<file path="config.mk">
export PLATFORM = sky130hd
export DESIGN_NAME = alu_result_stage
export DESIGN_NICKNAME = d
export VERILOG_FILES = /design/src/rtl/jam1_alu_pkg.sv /design/src/rtl/alu_flag_calc.sv /design/src/rtl/alu_result_stage.sv
export SDC_FILE = /design/constraint.sdc
export NUM_CORES = 1
export LEC_CHECK = 0
export BUFFER_PORTS_ARGS = -buffer_cell sky130_fd_sc_hd__clkbuf_2
export CORE_ASPECT_RATIO = 1.1
export CORE_MARGIN = 2
export CORE_UTILIZATION = 39
export DETAILED_ROUTE_END_ITERATION = 6
export MAX_ROUTING_LAYER = met4
export PLACE_DENSITY = 0.85
export SLEW_MARGIN = 40
export SYNTH_ARGS = -nofsm -noshare
export SYNTH_HDL_FRONTEND = slang
export SYNTH_SLANG_ARGS = --single-unit
</file>
<file path="constraint.sdc">
create_clock -name clk -period 1.13 [get_ports clk]
set_input_delay 0.1695 -clock clk [delete_from_list [all_inputs] [get_ports clk]]
set_output_delay 0.1695 -clock clk [all_outputs]
set_load 0.03 [all_outputs]
</file>
<file path="src/rtl/jam1_alu_pkg.sv">
// jam1_alu_pkg
// Shared constants for the JAM-1 ALU datapath.
//   FLAG_* : bit positions inside the 4-bit {V,N,Z,C} flag vector
//   FLAG_W : flag vector width
//   DATA_W : ALU datapath width
//   FM_*   : common FlagMask presets used by the decoder
package jam1_alu_pkg;

    localparam int FLAG_C = 0;
    localparam int FLAG_Z = 1;
    localparam int FLAG_N = 2;
    localparam int FLAG_V = 3;

    localparam int FLAG_W = 4;
    localparam int DATA_W = 8;

    localparam logic [FLAG_W-1:0] FM_ALL  = 4'hF;
    localparam logic [FLAG_W-1:0] FM_ZN   = 4'h6;
    localparam logic [FLAG_W-1:0] FM_NONE = 4'h0;

    // Apply a per-bit update mask: masked bits take 'upd', others keep 'cur'.
    function automatic logic [FLAG_W-1:0] merge_flags(
        input logic [FLAG_W-1:0] cur,
        input logic [FLAG_W-1:0] upd,
        input logic [FLAG_W-1:0] mask
    );
        return (upd & mask) | (cur & ~mask);
    endfunction

endpackage

</file>
<file path="src/rtl/alu_flag_calc.sv">
// alu_flag_calc
// Combinational flag derivation from a raw ALU result. Shared with the
// compare path, so it holds no state.
// Ports:
//   result_in   in  DATA_W  ALU result
//   carry_in    in  1       ALU carry out
//   overflow_in in  1       ALU signed overflow
//   flags_out   out FLAG_W  computed {V,N,Z,C}
module alu_flag_calc
    import jam1_alu_pkg::*;
(
    input  logic [DATA_W-1:0] result_in,
    input  logic              carry_in,
    input  logic              overflow_in,
    output logic [FLAG_W-1:0] flags_out
);

    always_comb begin
        flags_out         = '0;
        flags_out[FLAG_C] = carry_in;
        flags_out[FLAG_Z] = (result_in == '0);
        flags_out[FLAG_N] = result_in[DATA_W-1];
        flags_out[FLAG_V] = overflow_in;
    end

endmodule

</file>
<file path="src/rtl/alu_result_stage.sv">
// alu_result_stage
// Execute-to-writeback register for the JAM-1 ALU. Captures the result,
// maintains the architectural flags with per-op update masks, a shadow copy
// for interrupt entry/exit, and stall/flush control.
// Ports:
//   clk, reset            clock, synchronous active-high reset
//   InValid/Stall/Flush   pipeline control from execute
//   ResultIn/CarryIn/OverflowIn  raw ALU outputs
//   FlagMask              per-flag update enable {V,N,Z,C}
//   FlagLoad/FlagLoadData POP F load path
//   FlagSave/FlagRestore  shadow copy (interrupt entry / RTI); both = swap
//   ResultOut/ResultValid registered result and commit indicator
//   Flags                 architectural flags {V,N,Z,C}
//   CarryFwd              registered C, fed back to the ALU carry input
// All outputs come straight from flops.
module alu_result_stage
    import jam1_alu_pkg::*;
#(
    parameter int WIDTH = 8
) (
    input  logic             clk,
    input  logic             reset,
    input  logic             InValid,
    input  logic             Stall,
    input  logic             Flush,
    input  logic [WIDTH-1:0] ResultIn,
    input  logic             CarryIn,
    input  logic             OverflowIn,
    input  logic [3:0]       FlagMask,
    input  logic             FlagLoad,
    input  logic [3:0]       FlagLoadData,
    input  logic             FlagSave,
    input  logic             FlagRestore,
    output logic [WIDTH-1:0] ResultOut,
    output logic             ResultValid,
    output logic [3:0]       Flags,
    output logic             CarryFwd
);

    logic [WIDTH-1:0]  result_q,  result_d;
    logic              valid_q,   valid_d;
    logic [FLAG_W-1:0] flags_q,   flags_d;
    logic [FLAG_W-1:0] shadow_q,  shadow_d;
    logic [FLAG_W-1:0] calc_flags;

    alu_flag_calc u_flag_calc (
        .result_in   (ResultIn),
        .carry_in    (CarryIn),
        .overflow_in (OverflowIn),
        .flags_out   (calc_flags)
    );

    always_comb begin
        result_d = result_q;
        valid_d  = valid_q;
        flags_d  = flags_q;
        shadow_d = shadow_q;

        if (Flush) begin
            // Squash: only the valid bit drops; result and flag state hold,
            // and flag controls riding on the squashed op are discarded.
            valid_d = 1'b0;
        end else if (!Stall) begin
            valid_d = InValid;
            if (InValid) begin
                result_d = ResultIn;
            end

            if (FlagRestore) begin
                flags_d = shadow_q;
            end else if (FlagLoad) begin
                flags_d = FlagLoadData;
            end else if (InValid) begin
                flags_d = merge_flags(flags_q, calc_flags, FlagMask);
            end

            // Save takes the pre-edge flags, so Save+Restore is a swap.
            if (FlagSave) begin
                shadow_d = flags_q;
            end
        end
    end

    always_ff @(posedge clk) begin
        if (reset) begin
            result_q <= '0;
            valid_q  <= 1'b0;
            flags_q  <= '0;
            shadow_q <= '0;
        end else begin
            result_q <= result_d;
            valid_q  <= valid_d;
            flags_q  <= flags_d;
            shadow_q <= shadow_d;
        end
    end

    assign ResultOut   = result_q;
    assign ResultValid = valid_q;
    assign Flags       = flags_q;
    assign CarryFwd    = flags_q[FLAG_C];

endmodule

</file>
# Word-level counts from Yosys, hierarchy flattened
# Cells that the tools add are included.
totals:
  reg_bits: 17
  inputBits: 26
  word_cells: 19
op_classes:
  muxes: 3
  n_bitwise: 6
  reduce_logical: 6
op_table:
  columns: ["op", "n"]
  rows:
  - ["$mux W4", 3]
  - ["$reduce_and A3 Y1", 3]
  - ["$and A4 B4 Y4", 2]
  - ["$logic_not A8 Y1", 1]
  - ["$not A4 Y4", 1]
  - ["$or A4 B4 Y4", 1]
  - ["$reduce_bool A3 Y1", 1]
  - ["$not A1 Y1", 2]
  - ["$reduce_or A2 Y1", 1]

# Longest topological paths before layout
# Gate-level depths: netlist of run 1.
logic_depth:
  word_depth: 6
  mapped_depth: 5
  depth_no_buf: 4

# Hierarchy
# A second synthesis of run 1 with hierarchy kept.
hier_totals:
  cells_unflattened: 95
  hier_area_um2: 849.6
modules_own_cells:
  columns: ["module", "instances", "cells_each", "area_each_um2", "seq_area_each_um2"]
  rows:
  - ["alu_result_stage", 1, 89, 808.3, 340.3]
  - ["alu_flag_calc", 1, 6, 41.3, 0.0]

# Worst setup path before layout of run 1
# Ideal clock, no wire load.
synth_path:
  kind: "input-to-reg"
  startpoint: "in Stall"
  endpoint: "reg with a tool-made name"
  setup_ns: 0.128
  arrival_time_ns: 0.947
  slack_ns: 0.056
  stages: 5
  path_cell_list: "nor3b_2 buf_6 o2bb2ai_1 mux2i_1 nor2_1"
synth_lines:
  columns: ["element", "line_no", "text"]
  rows:
  - ["from (decl)", "alu_result_stage.sv:24", "input logic Stall,"]

==> impl_metrics.env, run 1 <==
export IMPL_synth_avg_cell_area_um2=9.44
export IMPL_cts_tree="done"
export IMPL_n_antenna_cell=0
export IMPL_cts_reportedPaths_clkPinSlew_ps=100
export IMPL_grt_pass1_wl_mm=3.08
export IMPL_pwr_density_cell_nw_per_um2=1090
export IMPL_place_area_um2=1070
export IMPL_fin_crit_sh_pct=94.8
export IMPL_port_buffers=39
export IMPL_setup_ws_ps=58.7
export IMPL_initial_core_util_pct=40.0
export IMPL_outcome="completed"
export IMPL_hold_violations=0
export IMPL_synth_nets=109
export IMPL_cts_buffer_depth=2
export IMPL_critPathMaxFanout=4
export IMPL_ys_ff_latch=17
export IMPL_hold_path_class="in2reg"
export IMPL_dieWidth_um=46.7
export IMPL_path_buf_inv=1
export IMPL_min_delay_start="ResultIn[2]"
export IMPL_track_usage_pct=18.1
export IMPL_maxCapViolCount=0
export IMPL_core_um2=1960
export IMPL_pre_cts_ws_ps=-128
export IMPL_die_h_um=51
export IMPL_finalMaxSlewViolations=0
export IMPL_yosys_warnings=0
export IMPL_final_common_cell="clkbuf_2"
export IMPL_synth_cell_types=21
export IMPL_cts_buffers=3
export IMPL_grt_pass1_vias=772
export IMPL_grt_max_degree=18
export IMPL_regToRegStartpoint="shadow_q[0]$_SDFFE_PP0P_"
export IMPL_drc=0
export IMPL_arrival_ps=900
export IMPL_final_util_pct=56.0
export IMPL_overflow=0
export IMPL_die_area_um2=2380
export IMPL_criticalPathCategory="reg2out"
export IMPL_cts_root_buf="clkbuf_4"
export IMPL_fmax_ghz=0.933
export IMPL_h_tree_depth=1
export IMPL_area_delta_synth_final_pct=39.9
export IMPL_critPathTopFamily="flip-flops"
export IMPL_ff2ff_setup_slack_ps=290
export IMPL_synth_area_um2=783
export IMPL_drt_iter0_drc=9
export IMPL_nNetsFinal=160
export IMPL_ant_nets=0
export IMPL_fin_crit_ps=1070
export IMPL_hpwlAfterDp_mm=1.52
export IMPL_startpoint_type="register"
export IMPL_path_cells="clkbuf_2"
export IMPL_end_kind="primary output"
export IMPL_clk_latency_ps=290
export IMPL_slew_headroom_pct=77.2
export IMPL_peakVddDrop_mv=0.625
export IMPL_worst_pin_slew_ps=338
export IMPL_yosysSeqAreaShare_pct=43.5
export IMPL_vias_per_cell=5.07
export IMPL_required_ps=960
export IMPL_io_pins=40
export IMPL_crit_slowest_cell="dfxtp_1"
export IMPL_fin_area_um2=1100
export IMPL_mostFrequentLayoutCells="38 x clkbuf_2, 17 x dfxtp_1, 17 x nor2_1"
export IMPL_rsz0062_at_grt="no"
export IMPL_drt_total_wl_mm=1.89
export IMPL_core_rowCount=17
export IMPL_avgRoutedWirePerCell_um=11.7
export IMPL_num_fill_cells=197
export IMPL_critical_path_max_stage_delay_ps=390
export IMPL_drive_gt1_share_pct=42.1
export IMPL_syn_inst=83
export IMPL_hold_worst_slack_ps=141
export IMPL_finClkSkew_ps=2.67
export IMPL_antenna_found_initial=0
export IMPL_vias=817
export IMPL_dr_pass1_iters=4
export IMPL_p_leak_nw=0.505
export IMPL_setup_violations=0
export IMPL_gp_congestion=0.793
export IMPL_cts_sinks=17
[final cells by class]
cell class	instances	area, um2	area share [%]
Inverter	2	7.51	0.685
Clock buffer	4	26.3	2.40
Timing Repair Buffer	50	278	25.3
Sequential cell	17	340	31.1
Tap cell	28	35.0	3.20
Multi-Input combinational cell	60	409	37.3
[repair_timing]
action	in CTS	in global routing
gates resized for setup	0	1
hold buffers	0	0
endpoints found under the setup margin	0	1
setup buffers	0	0
[cell families (layout without fill, tap and decap cells)]
group / count (synthesis) / after routing / share of synthesized area (%)
muxes: 15 / 15 / 19.2
DFF: 17 / 17 / 43.5
and+or+nand+nor: 34 / 34 / 23.0
buffers and inverters: 6 / 56 / 4.31
AOI/OAI and AO/OA: 11 / 11 / 10.1
[metrics by stage]
stage / total power [mW] / cells / setup TNS [ps]
floorplan: 0.768 / 83 / 0
global placement: 0.874 / 157 / -81.3
detailed placement: 0.882 / 157 / -198
CTS: 1.19 / 161 / 0
global route: 1.25 / 161 / 0
finish: 1.19 / 161 / 0
[power breakdown]
part	internal, mW	total [mW]	switching (mW)
sequential	0.617	0.629	0.0113
clock	0.137	0.324	0.187
combinational	0.112	0.239	0.127
[worst paths after layout]
kind,end,cells after the start
hold reg to reg,register,2
setup / recovery,Flags[0],1
setup reg to reg,register,4
hold / removal,ResultOut[2]$_SDFFE_PP0P_,3
[synth_stat cells (all sizes together)]
cell | n | area, um2
a2bb2oi | 1 | 8.76
clkbuf | 1 | 3.75
buf | 3 | 22.5
nor3 | 1 | 5.00
nor2b | 3 | 18.8
a21oi | 3 | 15.0
nand4b | 1 | 8.76
a31oi | 3 | 18.8
nand2 | 4 | 15.0
nor3b | 2 | 25.0
or2 | 1 | 8.76
inv | 2 | 7.51
mux2i | 15 | 150
a221o | 1 | 10.0
dfxtp | 17 | 340
nand3b | 3 | 22.5
nor2 | 17 | 63.8
nor4 | 2 | 12.5
o2bb2ai | 3 | 26.3
[per-layer routing]
layer,GRT usage [%],vias to the layer above,part of all wire (%)
met4,8.33,0,3.7
met5,-,-,0
met1,20.5,370,39
met3,2.12,12,7.9
li1,-,391,-
met2,30.8,44,49
Power figures use the tool's default switching activity.
==> inputs of run 2 (changes only) <==
--- a/config.mk
+++ b/config.mk
@@ -9,6 +9,7 @@
 export CORE_ASPECT_RATIO = 1.1
 export CORE_MARGIN = 2
 export CORE_UTILIZATION = 39
+export CTS_CLUSTER_SIZE = 16
 export DETAILED_ROUTE_END_ITERATION = 6
 export MAX_ROUTING_LAYER = met4
 export PLACE_DENSITY = 0.85
==> constraint.sdc (replaced) <==
create_clock -name clk -period 0.9 [get_ports clk]
set_input_delay 0.135 -clock clk [delete_from_list [all_inputs] [get_ports clk]]
set_output_delay 0.135 -clock clk [all_outputs]
set_load 0.03 [all_outputs]
==> run 2 against run 1 <==
Compared with the run above:
- the flow now finishes with violations (negative setup slack)
- cell count grew 3.7%
- critical endpoint unchanged
- via count grew 3.2%
- worst setup slack got worse by 99 ps
- highest routed layer unchanged
==> impl_metrics.env, run 2 (synthesized netlist as in run 1, its figures left out) <==
export IMPL_track_usage_pct=21.0
export IMPL_critPathMaxFanout=3
export IMPL_worst_pin_slew_ps=338
export IMPL_regToRegStartpoint="shadow_q[1]$_SDFFE_PP0P_"
export IMPL_die_h_um=51
export IMPL_criticalPathCategory="reg2out"
export IMPL_setup_violations=14
export IMPL_ff2ff_setup_slack_ps=10
export IMPL_failed_checks="negative setup slack"
export IMPL_overflow=0
export IMPL_pre_cts_ws_ps=-313
export IMPL_min_to="ResultValid$_SDFFE_PP0N_"
export IMPL_nNetsFinal=166
export IMPL_port_buffers=39
export IMPL_die_area_um2=2380
export IMPL_rsz0062_at_grt="yes"
export IMPL_drc=0
export IMPL_vias_per_cell=5.05
export IMPL_p_leak_nw=0.596
export IMPL_final_common_cell="clkbuf_2"
export IMPL_grt_max_degree=18
export IMPL_cts_sinks=17
export IMPL_clk_latency_ps=300
export IMPL_wl_met1_um=851
export IMPL_critPathTopFamily="flip-flops"
export IMPL_initial_core_util_pct=40.0
export IMPL_gp_congestion=0.748
export IMPL_wl_met2_mm=1.20
export IMPL_io_pins=40
export IMPL_cts_buffer_depth=2
export IMPL_fmax_ghz=1.06
export IMPL_core_rowCount=17
export IMPL_h_tree_depth=1
export IMPL_hold_worst_slack_ps=118
export IMPL_r2r_cells=3
export IMPL_cts_tree="done"
export IMPL_cts_root_buf="clkbuf_4"
export IMPL_slew_headroom_pct=77.5
export IMPL_end_kind="primary output"
export IMPL_dr_max_layer_used="met4"
export IMPL_antenna_found_initial=0
export IMPL_grt_pass1_vias=800
export IMPL_required_ps=760
export IMPL_setup_tns_ps=-338
export IMPL_critical_path_max_stage_delay_ps=370
export IMPL_grt_pass1_wl_mm=3.42
export IMPL_crit_slowest_cell="dfxtp_4"
export IMPL_peakVddDrop_mv=0.908
export IMPL_num_fill_cells=145
export IMPL_dieWidth_um=46.7
export IMPL_drive_gt1_share_pct=56.8
export IMPL_core_um2=1960
export IMPL_path_buf_inv=1
export IMPL_cts_hold_buffers=0
export IMPL_n_antenna_cell=0
export IMPL_mostFrequentLayoutCells="24 x clkbuf_2, 17 x nor2_1, 16 x buf_4"
export IMPL_fin_crit_ps=940
export IMPL_setup_ws_ps=-40.3
export IMPL_dr_pass1_iters=4
export IMPL_drt_iter0_drc=7
export IMPL_avgRoutedWirePerCell_um=13.5
export IMPL_holdPathStages=3
export IMPL_final_util_pct=70.1
export IMPL_startpoint_type="register"
export IMPL_drt_total_wl_mm=2.25
export IMPL_min_delay_start="InValid"
export IMPL_arrival_ps=810
export IMPL_hold_violations=0
export IMPL_regArea_um2=359
export IMPL_finClkSkew_ps=3.82
export IMPL_hpwlAfterDp_mm=1.49
export IMPL_outcome="finished, violations left"
export IMPL_fin_crit_sh_pct=104
export IMPL_path_cells="buf_8"
export IMPL_ant_nets=0
export IMPL_multi_input_area_um2=470
export IMPL_finalMaxSlewViolations=0
export IMPL_power_mw=1.63
export IMPL_routed_wl_met3_um=152
export IMPL_cts_buffers=3
export IMPL_area_delta_synth_final_pct=75.1
export IMPL_vias=843
export IMPL_maxCapViolCount=0
export IMPL_hold_path_class="in2reg"
export IMPL_pwr_density_cell_nw_per_um2=1190
export IMPL_cts_reportedPaths_clkPinSlew_ps=100
## run 2: through the flow
step | instances | instance area (um2)
floorplan | 83 | 815
global placement | 155 | 1090
detailed placement | 155 | 1090
CTS | 163 | 1280
global route | 167 | 1370
finish | 167 | 1370
## run 2: routing by layer
layer	vias to the layer above	global-route usage, %
met2	40	35.2
met1	393	22.8
met4	0	9.72
met3	5	4.95
met5	-	-
li1	405	-
## run 2: power breakdown
part	total (mW)	leakage [nW]	switching, mW	internal (mW)
combinational	0.398	0.436	0.188	0.210
clock	0.432	0.0150	0.259	0.173
sequential	0.800	0.144	0.0219	0.778
total	1.63	0.596	0.469	1.16
## run 2: worst max path at each step
| stage | endpoint | cells after the start |
|---|---|---|
| final | Flags[0] | 1 |
| after detailed placement | ResultOut[1]$_SDFFE_PP0P_ | 5 |
| after global placement | ResultOut[5]$_SDFFE_PP0P_ | 5 |
| after CTS | CarryFwd | 1 |
| after floorplan | register | 5 |
| after global routing | CarryFwd | 1 |
## run 2: timing repair
action	CTS	global route
gates resized for setup	41	22
pin swaps	0	2
buffers inserted	4	4
setup endpoints to repair	14	23
endpoints found under the hold margin	0	0
## run 2: final cells by class
type | count | area share, %
clock buffers | 4 | 1.92
inverters | 2 | 0.547
multi-input cells | 60 | 34.3
repair buffers | 56 | 34.5
well taps | 28 | 2.55
flip-flops and latches | 17 | 26.2
==> inputs of run 3 (changes only) <==
--- a/config.mk
+++ b/config.mk
@@ -6,13 +6,17 @@
 export NUM_CORES = 1
 export LEC_CHECK = 0
 export BUFFER_PORTS_ARGS = -buffer_cell sky130_fd_sc_hd__clkbuf_2
+export CAP_MARGIN = 20
+export CELL_PAD_IN_SITES_DETAIL_PLACEMENT = 1
+export CELL_PAD_IN_SITES_GLOBAL_PLACEMENT = 1
 export CORE_ASPECT_RATIO = 1.1
 export CORE_MARGIN = 2
-export CORE_UTILIZATION = 39
+export CORE_UTILIZATION = 28
 export CTS_CLUSTER_SIZE = 16
 export DETAILED_ROUTE_END_ITERATION = 6
 export MAX_ROUTING_LAYER = met4
 export PLACE_DENSITY = 0.85
+export SKIP_CTS_REPAIR_TIMING = 1
 export SLEW_MARGIN = 40
 export SYNTH_ARGS = -nofsm -noshare
 export SYNTH_HDL_FRONTEND = slang
==> run 3 against run 2 <==
Compared with the run above:
- the flow still finishes with violations (negative setup slack)
- clock-buffer cell count did not move
- clock power fell by 5.3%
- combinational power fell by 4%
==> impl_metrics.env, run 3 (synthesized netlist as in run 1, its figures left out) <==
export IMPL_cts_buffers=3
export IMPL_grt_max_degree=18
export IMPL_p_leak_nw=0.563
export IMPL_vias=835
export IMPL_core_rowCount=20
export IMPL_worst_pin_slew_ps=356
export IMPL_track_usage_pct=16.9
export IMPL_hold_worst_slack_ps=112
export IMPL_critical_path_max_stage_delay_ps=380
export IMPL_final_common_cell="clkbuf_2"
export IMPL_ant_nets=0
export IMPL_regArea_um2=362
export IMPL_path_buf_inv=1
export IMPL_maxCapViolCount=0
export IMPL_peakVddDrop_mv=0.633
export IMPL_finalMaxSlewViolations=0
export IMPL_cts_root_buf="clkbuf_4"
export IMPL_multi_input_area_um2=465
export IMPL_hpwlAfterDp_mm=1.96
export IMPL_power_share_switching_pct=28.4
export IMPL_end_kind="primary output"
export IMPL_rsz0062_at_grt="yes"
export IMPL_nNetsFinal=163
export IMPL_pwr_share_clk_pct=25.7
export IMPL_core_um2=2700
export IMPL_die_h_um=59.5
export IMPL_cts_sinks=17
export IMPL_setup_ws_ps=-41.2
export IMPL_startpoint_type="register"
export IMPL_h_tree_depth=1
export IMPL_initial_core_util_pct=29.0
export IMPL_slew_headroom_pct=76.3
export IMPL_antenna_found_initial=0
export IMPL_setup_violations=11
export IMPL_grt_pass1_vias=861
export IMPL_crit_slowest_cell="dfxtp_4"
export IMPL_drive_gt1_share_pct=60.3
export IMPL_die_area_um2=3240
export IMPL_vias_per_cell=4.94
export IMPL_arrival_ps=810
export IMPL_overflow=0
export IMPL_grt_pass1_wl_mm=3.75
export IMPL_pwr_share_comb_pct=24.0
export IMPL_setup_tns_ps=-205
export IMPL_pwr_density_cell_nw_per_um2=1220
export IMPL_cts_buffer_depth=2
export IMPL_gp_congestion=0.755
export IMPL_avgRoutedWirePerCell_um=16.0
export IMPL_required_ps=760
export IMPL_dieWidth_um=54.4
export IMPL_cts_reportedPaths_clkPinSlew_ps=100
export IMPL_port_buffers=39
export IMPL_fin_crit_sh_pct=105
export IMPL_path_cells="buf_6"
export IMPL_place_area_um2=1100
export IMPL_fin_area_um2=1300
export IMPL_area_delta_synth_final_pct=65.5
export IMPL_n_antenna_cell=0
export IMPL_finClkSkew_ps=4.83
export IMPL_outcome="finished, violations left"
export IMPL_critPathTopFamily="flip-flops"
export IMPL_io_pins=40
export IMPL_cts_tree="done"
export IMPL_num_fill_cells=326
export IMPL_fmax_ghz=1.06
export IMPL_seqPwrFrac_pct=50.3
export IMPL_p_sw_uw=451
export IMPL_fin_crit_ps=941
export IMPL_clk_latency_ps=290
export IMPL_hold_violations=0
export IMPL_internal_power_mw=1.14
export IMPL_failed_checks="negative setup slack"
export IMPL_drt_total_wl_mm=2.70
export IMPL_drt_iter0_drc=7
export IMPL_pre_cts_ws_ps=-332
export IMPL_criticalPathCategory="reg2out"
export IMPL_hold_path_class="in2reg"
export IMPL_final_util_pct=48.0
export IMPL_drc=0
export IMPL_critPathMaxFanout=4
export IMPL_mostFrequentLayoutCells="24 x clkbuf_2, 17 x nor2_1, 15 x mux2i_1, 15 x buf_6"
export IMPL_dr_pass1_iters=3
run 3: cell count changes in the layout (fill, tap and decap cells not counted), moves of 2 or more:
cell       previous run  this run
buf_8                14         0
buf_6                 2        15
buf_4                16        14
dfxtp_1               4         2
dfxtp_2              12        14
o2bb2ai_2             1         3
run 3: layer usage:
| metal | wire, um | part of all wire [%] | track usage [%] | vias to the layer above |
|---|---|---|---|---|
| met5 | 0 | 0 | - | - |
| met4 | 80 | 3.0 | 11.1 | 0 |
| met3 | 103 | 3.8 | 2.27 | 8 |
| met2 | 1390 | 51 | 27.5 | 30 |
| met1 | 1130 | 42 | 18.8 | 397 |
| li1 | - | - | - | 400 |
run 3: layout make-up:
class	instances	area share, %
tap	33	3.19
inverter	2	0.579
clock buffer	4	2.03
multi-input combinational	60	35.9
sequential	17	27.9
timing repair buffer	53	30.4
run 3: path summary, 6_finish.rpt:
kind,startpoint,endpoint,slack [ps],cells past startpoint
min,ResultIn[6],ResultOut[6]$_SDFFE_PP0P_,110,3
min reg2reg,ResultOut[5]$_SDFFE_PP0P_,ResultOut[5]$_SDFFE_PP0P_,510,2
max,register,Flags[0],-40,1
max reg2reg,shadow_q[2]$_SDFFE_PP0P_,register,0,4
run 3: power groups by stage:
stage | clock [mW] | sequential, mW | combinational [mW]
after floorplan | 0 | 0.848 | 0.124
after global placement | 0 | 0.806 | 0.309
after detailed placement | 0 | 0.808 | 0.321
after CTS | 0.423 | 0.791 | 0.323
after global routing | 0.463 | 0.801 | 0.407
final | 0.409 | 0.798 | 0.381
run 3: stage by stage:
stage | power, mW | instances
2_1_floorplan | 0.972 | 83
3_3_place_gp | 1.11 | 161
3_5_place_dp | 1.13 | 161
4_1_cts | 1.54 | 165
5_1_grt | 1.67 | 169
6_report | 1.59 | 169
